### config.mk
export PLATFORM = sky130hd
export DESIGN_NAME = upower_multicycle_sequencer
export DESIGN_NICKNAME = d
export VERILOG_FILES = /design/src/rtl/upower_multicycle_sequencer.sv
export SDC_FILE = /design/constraint.sdc
export NUM_CORES = 1
export LEC_CHECK = 0
export CAP_MARGIN = 20
export CORE_UTILIZATION = 40
export DETAILED_ROUTE_END_ITERATION = 8
export PLACE_DENSITY = 0.71
export SYNTH_ARGS = -nofsm -noshare
export SYNTH_HDL_FRONTEND = slang
export SYNTH_SLANG_ARGS = --single-unit
### constraint.sdc
create_clock -name clk -period 1.8 [get_ports clk]
set_input_delay 0.45 -clock clk [delete_from_list [all_inputs] [get_ports clk]]
set_output_delay 0.45 -clock clk [all_outputs]
set_load 0.05 [all_outputs]
### src/rtl/upower_multicycle_sequencer.sv
// Multi-cycle Moore control sequencer for the uPOWER datapath: steps each
// instruction through FETCH/DECODE/EXECUTE/MEM/WRITEBACK and counts retirements.
module upower_multicycle_sequencer #(
    parameter int unsigned CNT_W     = 32,
    parameter logic [31:0] HALT_WORD = 32'hFFFF_FFFF
) (
    input  logic             clk,
    input  logic             rst,
    input  logic             start,
    input  logic [31:0]      instruction,
    input  logic             zero_flag,
    output logic             ir_write,
    output logic             pc_write,
    output logic             pc_src,
    output logic             RegWrite,
    output logic             MemRead,
    output logic             MemWrite,
    output logic             MemToReg,
    output logic             ALUSrc,
    output logic             RegDst,
    output logic             reg1,
    output logic             reg2,
    output logic [3:0]       ALU_OP,
    output logic [2:0]       state,
    output logic             busy,
    output logic             halted,
    output logic             illegal,
    output logic [CNT_W-1:0] retired
);

    localparam logic [2:0] S_IDLE    = 3'd0;
    localparam logic [2:0] S_FETCH   = 3'd1;
    localparam logic [2:0] S_DECODE  = 3'd2;
    localparam logic [2:0] S_EXECUTE = 3'd3;
    localparam logic [2:0] S_MEM     = 3'd4;
    localparam logic [2:0] S_WB      = 3'd5;
    localparam logic [2:0] S_HALT    = 3'd6;

    logic [2:0]       state_q, state_d;
    logic [31:0]      ir_q, ir_d;
    logic [CNT_W-1:0] retired_q, retired_d;
    logic             illegal_q, illegal_d;

    logic [5:0] opcode;
    logic [9:0] xo;
    logic       dec_valid, is_branch, is_beq, is_ld, is_std, halt_hit;
    logic       dec_regdst, dec_reg1, dec_reg2, dec_alusrc, dec_memtoreg;
    logic [3:0] dec_aluop;
    logic       in_instr, last_state;

    assign opcode = ir_q[31:26];
    assign xo     = ir_q[10:1];

    always_comb begin
        dec_valid    = 1'b0;
        is_branch    = 1'b0;
        is_beq       = 1'b0;
        is_ld        = 1'b0;
        is_std       = 1'b0;
        dec_regdst   = 1'b0;
        dec_reg1     = 1'b0;
        dec_reg2     = 1'b0;
        dec_alusrc   = 1'b0;
        dec_memtoreg = 1'b0;
        dec_aluop    = 4'b0000;
        case (opcode)
            6'd14: begin
                dec_valid = 1'b1; dec_reg1 = 1'b1; dec_alusrc = 1'b1; dec_aluop = 4'b0010;
            end
            6'd24: begin
                dec_valid = 1'b1; dec_regdst = 1'b1; dec_alusrc = 1'b1; dec_aluop = 4'b0001;
            end
            6'd28: begin
                dec_valid = 1'b1; dec_regdst = 1'b1; dec_alusrc = 1'b1; dec_aluop = 4'b0000;
            end
            6'd31: begin
                if (xo == 10'd266) begin
                    dec_valid = 1'b1; dec_reg1 = 1'b1; dec_reg2 = 1'b1; dec_aluop = 4'b0010;
                end else if (xo == 10'd28) begin
                    dec_valid = 1'b1; dec_regdst = 1'b1; dec_reg2 = 1'b1; dec_aluop = 4'b0000;
                end
            end
            6'd58: begin
                dec_valid = 1'b1; is_ld = 1'b1; dec_reg1 = 1'b1; dec_alusrc = 1'b1;
                dec_memtoreg = 1'b1; dec_aluop = 4'b0010;
            end
            6'd62: begin
                dec_valid = 1'b1; is_std = 1'b1; dec_reg1 = 1'b1; dec_alusrc = 1'b1;
                dec_aluop = 4'b0010;
            end
            6'd19, 6'd20: begin
                dec_valid = 1'b1; is_branch = 1'b1; is_beq = (opcode == 6'd19);
                dec_reg2 = 1'b1; dec_aluop = 4'b0110;
            end
            default: ;
        endcase
    end

    assign halt_hit = (ir_q == HALT_WORD) || !dec_valid;

    // Selects are live from DECODE through the final state of the path.
    assign in_instr   = (state_q >= S_DECODE) && (state_q <= S_WB);
    assign last_state = (state_q == S_WB)
                     || (state_q == S_MEM && is_std)
                     || (state_q == S_EXECUTE && is_branch);

    always_comb begin
        ir_write = (state_q == S_FETCH);
        pc_write = last_state;
        pc_src   = (state_q == S_EXECUTE) && is_branch && (is_beq ? zero_flag : !zero_flag);
        RegWrite = (state_q == S_WB);
        MemRead  = (state_q == S_MEM) && is_ld;
        MemWrite = (state_q == S_MEM) && is_std;
        MemToReg = in_instr && dec_memtoreg;
        ALUSrc   = in_instr && dec_alusrc;
        RegDst   = in_instr && dec_regdst;
        reg1     = in_instr && dec_reg1;
        reg2     = in_instr && dec_reg2;
        ALU_OP   = in_instr ? dec_aluop : 4'b0000;
        state    = state_q;
        busy     = (state_q >= S_FETCH) && (state_q <= S_WB);
        halted   = (state_q == S_HALT);
        illegal  = illegal_q;
        retired  = retired_q;
    end

    always_comb begin
        state_d   = state_q;
        ir_d      = ir_q;
        illegal_d = illegal_q;
        retired_d = last_state ? retired_q + CNT_W'(1) : retired_q;
        case (state_q)
            S_IDLE:    if (start) state_d = S_FETCH;
            S_FETCH: begin
                ir_d    = instruction;
                state_d = S_DECODE;
            end
            S_DECODE: begin
                if (halt_hit) begin
                    state_d   = S_HALT;
                    illegal_d = (ir_q != HALT_WORD);
                end else begin
                    state_d = S_EXECUTE;
                end
            end
            S_EXECUTE: begin
                if (is_branch)           state_d = S_FETCH;
                else if (is_ld || is_std) state_d = S_MEM;
                else                     state_d = S_WB;
            end
            S_MEM:     state_d = is_std ? S_FETCH : S_WB;
            S_WB:      state_d = S_FETCH;
            S_HALT:    state_d = S_HALT;
            default:   state_d = S_IDLE;
        endcase
    end

    always_ff @(posedge clk) begin
        if (!rst) begin
            state_q   <= S_IDLE;
            ir_q      <= '0;
            retired_q <= '0;
            illegal_q <= 1'b0;
        end else begin
            state_q   <= state_d;
            ir_q      <= ir_d;
            retired_q <= retired_d;
            illegal_q <= illegal_d;
        end
    end

endmodule

==> results of run 1 <==
-- final cells by class --
class	instances	area, um2	area share, %
multi-input combinational	318	2377	38.82
timing repair buffer	190	1921	31.36
sequential	68	1439	23.49
clock buffer	12	187.7	3.064
tap	102	127.6	2.084
inverter	8	40.04	0.6537
clock inverter	4	32.53	0.5312
-- flip-flops by register name, indices dropped and copies added (netlist names) --
name	count
ir_q	32
illegal	1
retired	32
state	3
-- worst paths after layout --
| kind | to | slack [ns] | depth (start not counted) |
|---|---|---|---|
| setup / recovery | ALU_OP[1] | -0.79 | 6 |
| hold / removal | ir_q[16] | 0.46 | 2 |
| setup reg to reg | state[0] | -0.37 | 7 |
| hold reg to reg | ir_q[16] | 0.46 | 2 |
-- worst reg2reg max path, delay by kind of cell (launching register included) --
kind                   cells  cell delay [ns]
AND/OR/NAND/NOR            2             0.87
AO/OA/AOI/OAI              3             0.64
flip-flops                 1             0.33
buffers and inverters      2             0.26
-- where the power goes --
group / switching (uW) / total [uW] / internal [uW]
Sequential: 156 / 1850 / 1690
Clock: 637 / 1360 / 719
Combinational: 1170 / 2170 / 1010
-- cell usage after synthesis (4+ instances only) --
cell type,count,area [um2]
buf_2,5,25.02
dfxtp_1,68,1361
nand3_1,10,50.05
a21oi_1,52,260.3
xor2_1,4,35.03
o21ai_0,12,60.06
nor3_1,5,25.02
clkbuf_1,18,67.56
or4_1,12,90.09
nand2b_1,7,43.79
inv_1,7,26.28
or3_1,13,81.33
o31ai_1,7,52.55
nand2_1,96,360.4
o211ai_1,8,60.06
nand4_1,14,87.58
nor2_1,22,82.58
nor4_1,6,37.54
-- per-stage QoR --
stage	hold WS (ns)	instances	area [um2]	TNS, ns
2_1_floorplan	0.4362	416	3597	-2.459
4_1_cts	0.4599	689	5767	-11.79
6_report	0.4599	702	6125	-14.88
3_5_place_dp	0.4501	649	5041	-9.151
3_3_place_gp	0.4447	649	5041	-7.692
5_1_grt	0.4876	702	6125	-17.78
-- metal layers --
layer	vias to the layer above	wire, um
met4	0	309
met5	-	0
li1	1868	-
met3	31	645
met1	1930	4946
met2	157	6646
-- logic make-up after synthesis --
group	Yosys count
and+or+nand+nor	207
AOI/OAI and AO/OA	96
DFF	68
buffers and inverters	33
xor gates and xnor gates	7
muxes	3
adders and majority gates	1
other	1
-- timing repair --
| item | CTS | global route |
|---|---|---|
| gates resized for setup | 68 | 63 |
| pin swaps | 29 | 39 |
| endpoints found under the setup margin | 48 | 51 |
| setup buffers | 20 | 19 |
| endpoints found under the hold margin | 0 | 0 |
| gates cloned | 4 | 0 |
| hold buffers | 0 | 0 |
==> metrics.csv, run 1 <==
metric,value,unit
failing checks,setup timing,
start of the worst register-to-register path,ir_q[1],
CTS tree,yes,
"Seq/Total Area, Yosys",41.99,%
TritonCTS Sinks,68,
Buffers on Ports,87,
fin crit period,2.588,ns
Tightest Pin Transition,0.5023,ns
site row count,32,
DRC Markers,0,
top cell family by delay on the critical path,simple AND/OR/NAND/NOR gates,
Layout fillers,449,
post-synthesis cell type count,52,
"Avg Cell Area, Syn",7.793,um2
Final Util,78.85,%
share of layout cells above drive strength 1,47.67,%
starting DRC count in detailed routing,165,
final slew viol count,0,
Routed WL per cell,17.87,um
initial core utilization,41.74,%
Die H,92.03,um
Vias/cell,5.678,
share of flip-flops with an asynchronous set or reset,0,%
gr ovfl total,0,
worst-path cell chain,or4_1 > or3_4 > nor2_4 > a32oi_4 > a21oi_4 > buf_12,
CP Buf/Inv Count,1,
pwr/cell area,877.9,nW/um2
total power,5377,uW
Simple-Gate Fraction of Synth Area,31.73,%
post-synthesis compound-gate area fraction,18.83,%
number of global-route vias before repair,3809,
Clock Tree Root,clkbuf_8,
critical path required time,1.35,ns
largest stage delay on the critical path,0.51,ns
M2 GR Usage,48.63,%
gr busiest metal,met2,
multiplexer share of the synthesized area,0.9263,%
placed wire-length estimate,7350,um
Lkg Pwr,0.002336,uW
All-Layer GR Usage,27.63,%
via count,3986,
n_diodes,0,
Crit Path Max Fanout,2,
"CTS clk-pin slew, worst paths",0.08,ns
Post-Synth Adder-Cell Area,0.3860,%
Area Growth Syn to Fin,88.92,%
endpoints failing hold,0,
predominant post-synthesis flop cell,dfxtp_1,
Synth warnings,0,
# H-tree levels,3,
Peak VDD IR,465.1,uV
Setup crit start kind,flop,
first-pass GRT wire length,18320,um
CP Launch Point,ir_q[1],
Clock Tree Buf Depth,2,
Clock Skews,0.01079,ns
crit share post-route,143.8,%
WS Path Type,flop to output pin,
die width,92.03,um
setup slack after placement,-0.3942,ns
worst-skew pair later-pin latency,0.35,ns
M3 GR Usage,6.053,%
Hold Crit Class,flop to flop,
Final Wtd Congestion,0.8550,
max cap viols,0,
"commonest cells after routing, fill and taps aside","buf_4, nand2_1, a21oi_1, buf_6, dfxtp_1",
Ports,89,
largest net degree at the start of global routing,34,
"most common cell after layout, fill and taps aside",buf_4,
slowest CP cell,or4_1,
crit path capture type,output pin,
fin nets,632,
RSZ-0062 raised after global routing,yes,
Final ANT Viol Nets,0,
DRT Wirelength,12550,um
die area,8469,um2
Synth Register Bits,68,
final setup margin,-0.7881,ns
Fmax,0.3864,GHz
Worst EP arrival,2.14,ns
Inserted Clock Buffers,9,
Synth Area in XOR/XNOR,1.891,%
run status,"finished, violations left",
# setup viols final,48,
Pre-antenna DRT Iters,5,
post-synth design cell area,3242,um2
Slew HR,66.47,%
Core Footprint,7767,um2
initial antenna violation count,0,
met1 capacity usage during global routing,31.77,%
HP Start,ir_q[16],
syn nets,453,
Post-synth EDFFs,0,
Cells after Synth,416,
main combinational cell family by area after synthesis,simple AND/OR/NAND/NOR gates,
(Power assumes the default switching activity.)
==> inputs of run 2 (changes only) <==
- SKIP_CTS_REPAIR_TIMING: default -> 1
==> run 2 against run 1 <==
The run still ends with setup timing left. Worst hold slack got worse by 0.0014 ns. Via count shrank 3.5%. Count of clock-buffer cells in the layout is the same. Largest cell class unchanged. Highest routed layer unchanged.
==> metrics.csv, run 2 (synthesized netlist as in run 1, its figures left out) <==
metric,value,unit,change
Vias/cell,5.626,,-0.92%
Setup crit start kind,flop,,
Worst EP arrival,2.11,ns,-0.03 ns
largest net degree at the start of global routing,34,,unchanged
All-Layer GR Usage,23.69,%,-3.9 points
Pre-antenna DRT Iters,7,,+2
WS Path Type,flop to output pin,,
final setup margin,-0.7558,ns,+0.03230 ns
crit path capture type,output pin,,
# setup viols final,49,,+2.1%
Clock Skews,0.01307,ns,+0.002289 ns
"commonest cells after routing, fill and taps aside","nand2_1, buf_4, a21oi_1, dfxtp_1, clkdlybuf4s50_1",,
TritonCTS Sinks,68,,unchanged
largest stage delay on the critical path,0.52,ns,about the same
n_diodes,0,,unchanged
gr ovfl total,0,,unchanged
first-pass GRT wire length,15980,um,-13%
Peak VDD IR,465.5,uV,about the same
initial core utilization,41.74,%,unchanged
# H-tree levels,3,,unchanged
Hold Crit Class,flop to flop,,
Final Util,75.19,%,-3.7 points
Routed WL per cell,16.68,um,-6.7%
DRT Wirelength,11410,um,-9.1%
Die H,92.03,um,unchanged
pwr/cell area,890.4,nW/um2,+1.4%
"most common cell after layout, fill and taps aside",nand2_1,,
number of global-route vias before repair,3459,,-9.2%
placed inst area,5041,um2,unchanged
via count,3848,,-3.5%
Crit Path Max Fanout,2,,unchanged
CTS tree,yes,,
Ports,89,,unchanged
Final Wtd Congestion,0.8550,,unchanged
Final ANT Viol Nets,0,,unchanged
die width,92.03,um,unchanged
total power,5201,uW,-3.3%
share of layout cells above drive strength 1,44.16,%,-3.5 points
"CTS clk-pin slew, worst paths",0.08,ns,about the same
fin crit period,2.556,ns,-0.03230 ns
placed wire-length estimate,7350,um,unchanged
dpl cells,649,,unchanged
Area Growth Syn to Fin,80.16,%,
Fmax,0.3913,GHz,+1.3%
final slew viol count,0,,unchanged
Lkg Pwr,0.002214,uW,-5.2%
fin nets,614,,-2.8%
Inserted Clock Buffers,9,,unchanged
initial antenna violation count,0,,unchanged
die area,8469,um2,unchanged
failing checks,setup timing,,
worst-path cell chain,or4_1 > or3_4 > nor2_4 > a32oi_4 > a21oi_4 > buf_12,,
DRC Markers,0,,unchanged
starting DRC count in detailed routing,250,,+52%
crit share post-route,142.0,%,-1.8 points
worst-skew pair later-pin latency,0.34,ns,about the same
Clock Tree Root,clkbuf_8,,
start of the worst register-to-register path,ir_q[28],,
Finished Layout Cells,684,,-2.6%
max cap viols,0,,unchanged
slowest CP cell,or4_1,,
critical path required time,1.35,ns,about the same
Clock Tree Buf Depth,2,,unchanged
CP Launch Point,ir_q[1],,
Core Footprint,7767,um2,unchanged
design area,5841,um2,-4.6%
run status,"finished, violations left",,
HP Start,ir_q[22],,
RSZ-0062 raised after global routing,yes,,
site row count,32,,unchanged
endpoints failing hold,0,,unchanged
Buffers on Ports,87,,unchanged
-- run 2: routing by layer --
metal  vias to the layer above  global-route usage [%]  part of all wire [%]
li1                       1824                       -                     -
met1                      1821                   28.93                    40
met2                       167                   40.86                    51
met3                        36                   4.726                   5.7
met4                         0                   9.115                   2.9
met5                         -                       0                     0
-- run 2: worst max-delay path: cells and delay by family (launching register included) --
kind                   cells  cell delay, ns
flip-flops                 1            0.32
AND/OR/NAND/NOR            3            1.02
AO/OA/AOI/OAI              2            0.29
buffers and inverters      1            0.15
-- run 2: cell type report --
class	instances	area, um2
Multi-Input combinational cell	316	2262
Sequential cell	68	1438
Tap cell	102	127.6
Timing Repair Buffer	174	1759
Clock inverter	4	32.53
Fill cell	517	1927
Clock buffer	12	187.7
Inverter	8	33.78
-- run 2: through the flow --
stage	setup TNS, ns	worst slack [ns]	hold slack [ns]
finish	-13.54	-0.7558	0.4585
global route	-16.56	-0.8335	0.4877
CTS	-12.96	-0.7705	0.4599
detailed placement	-9.151	-0.3942	0.4501
global placement	-7.692	-0.3711	0.4447
floorplan	-2.459	-0.3698	0.4362
-- run 2: report_power, final --
part	internal [uW]	switching, uW
sequential	1690	153
combinational	925	1100
clock	720	616
total	3330	1870
-- run 2: final timing paths --
path	to	depth (start not counted)	slack (ns)
min reg2reg	ir_q[22]	2	0.46
max	ALU_OP[1]	6	-0.76
max reg2reg	retired[19]	9	-0.38
min	ir_q[22]	2	0.46
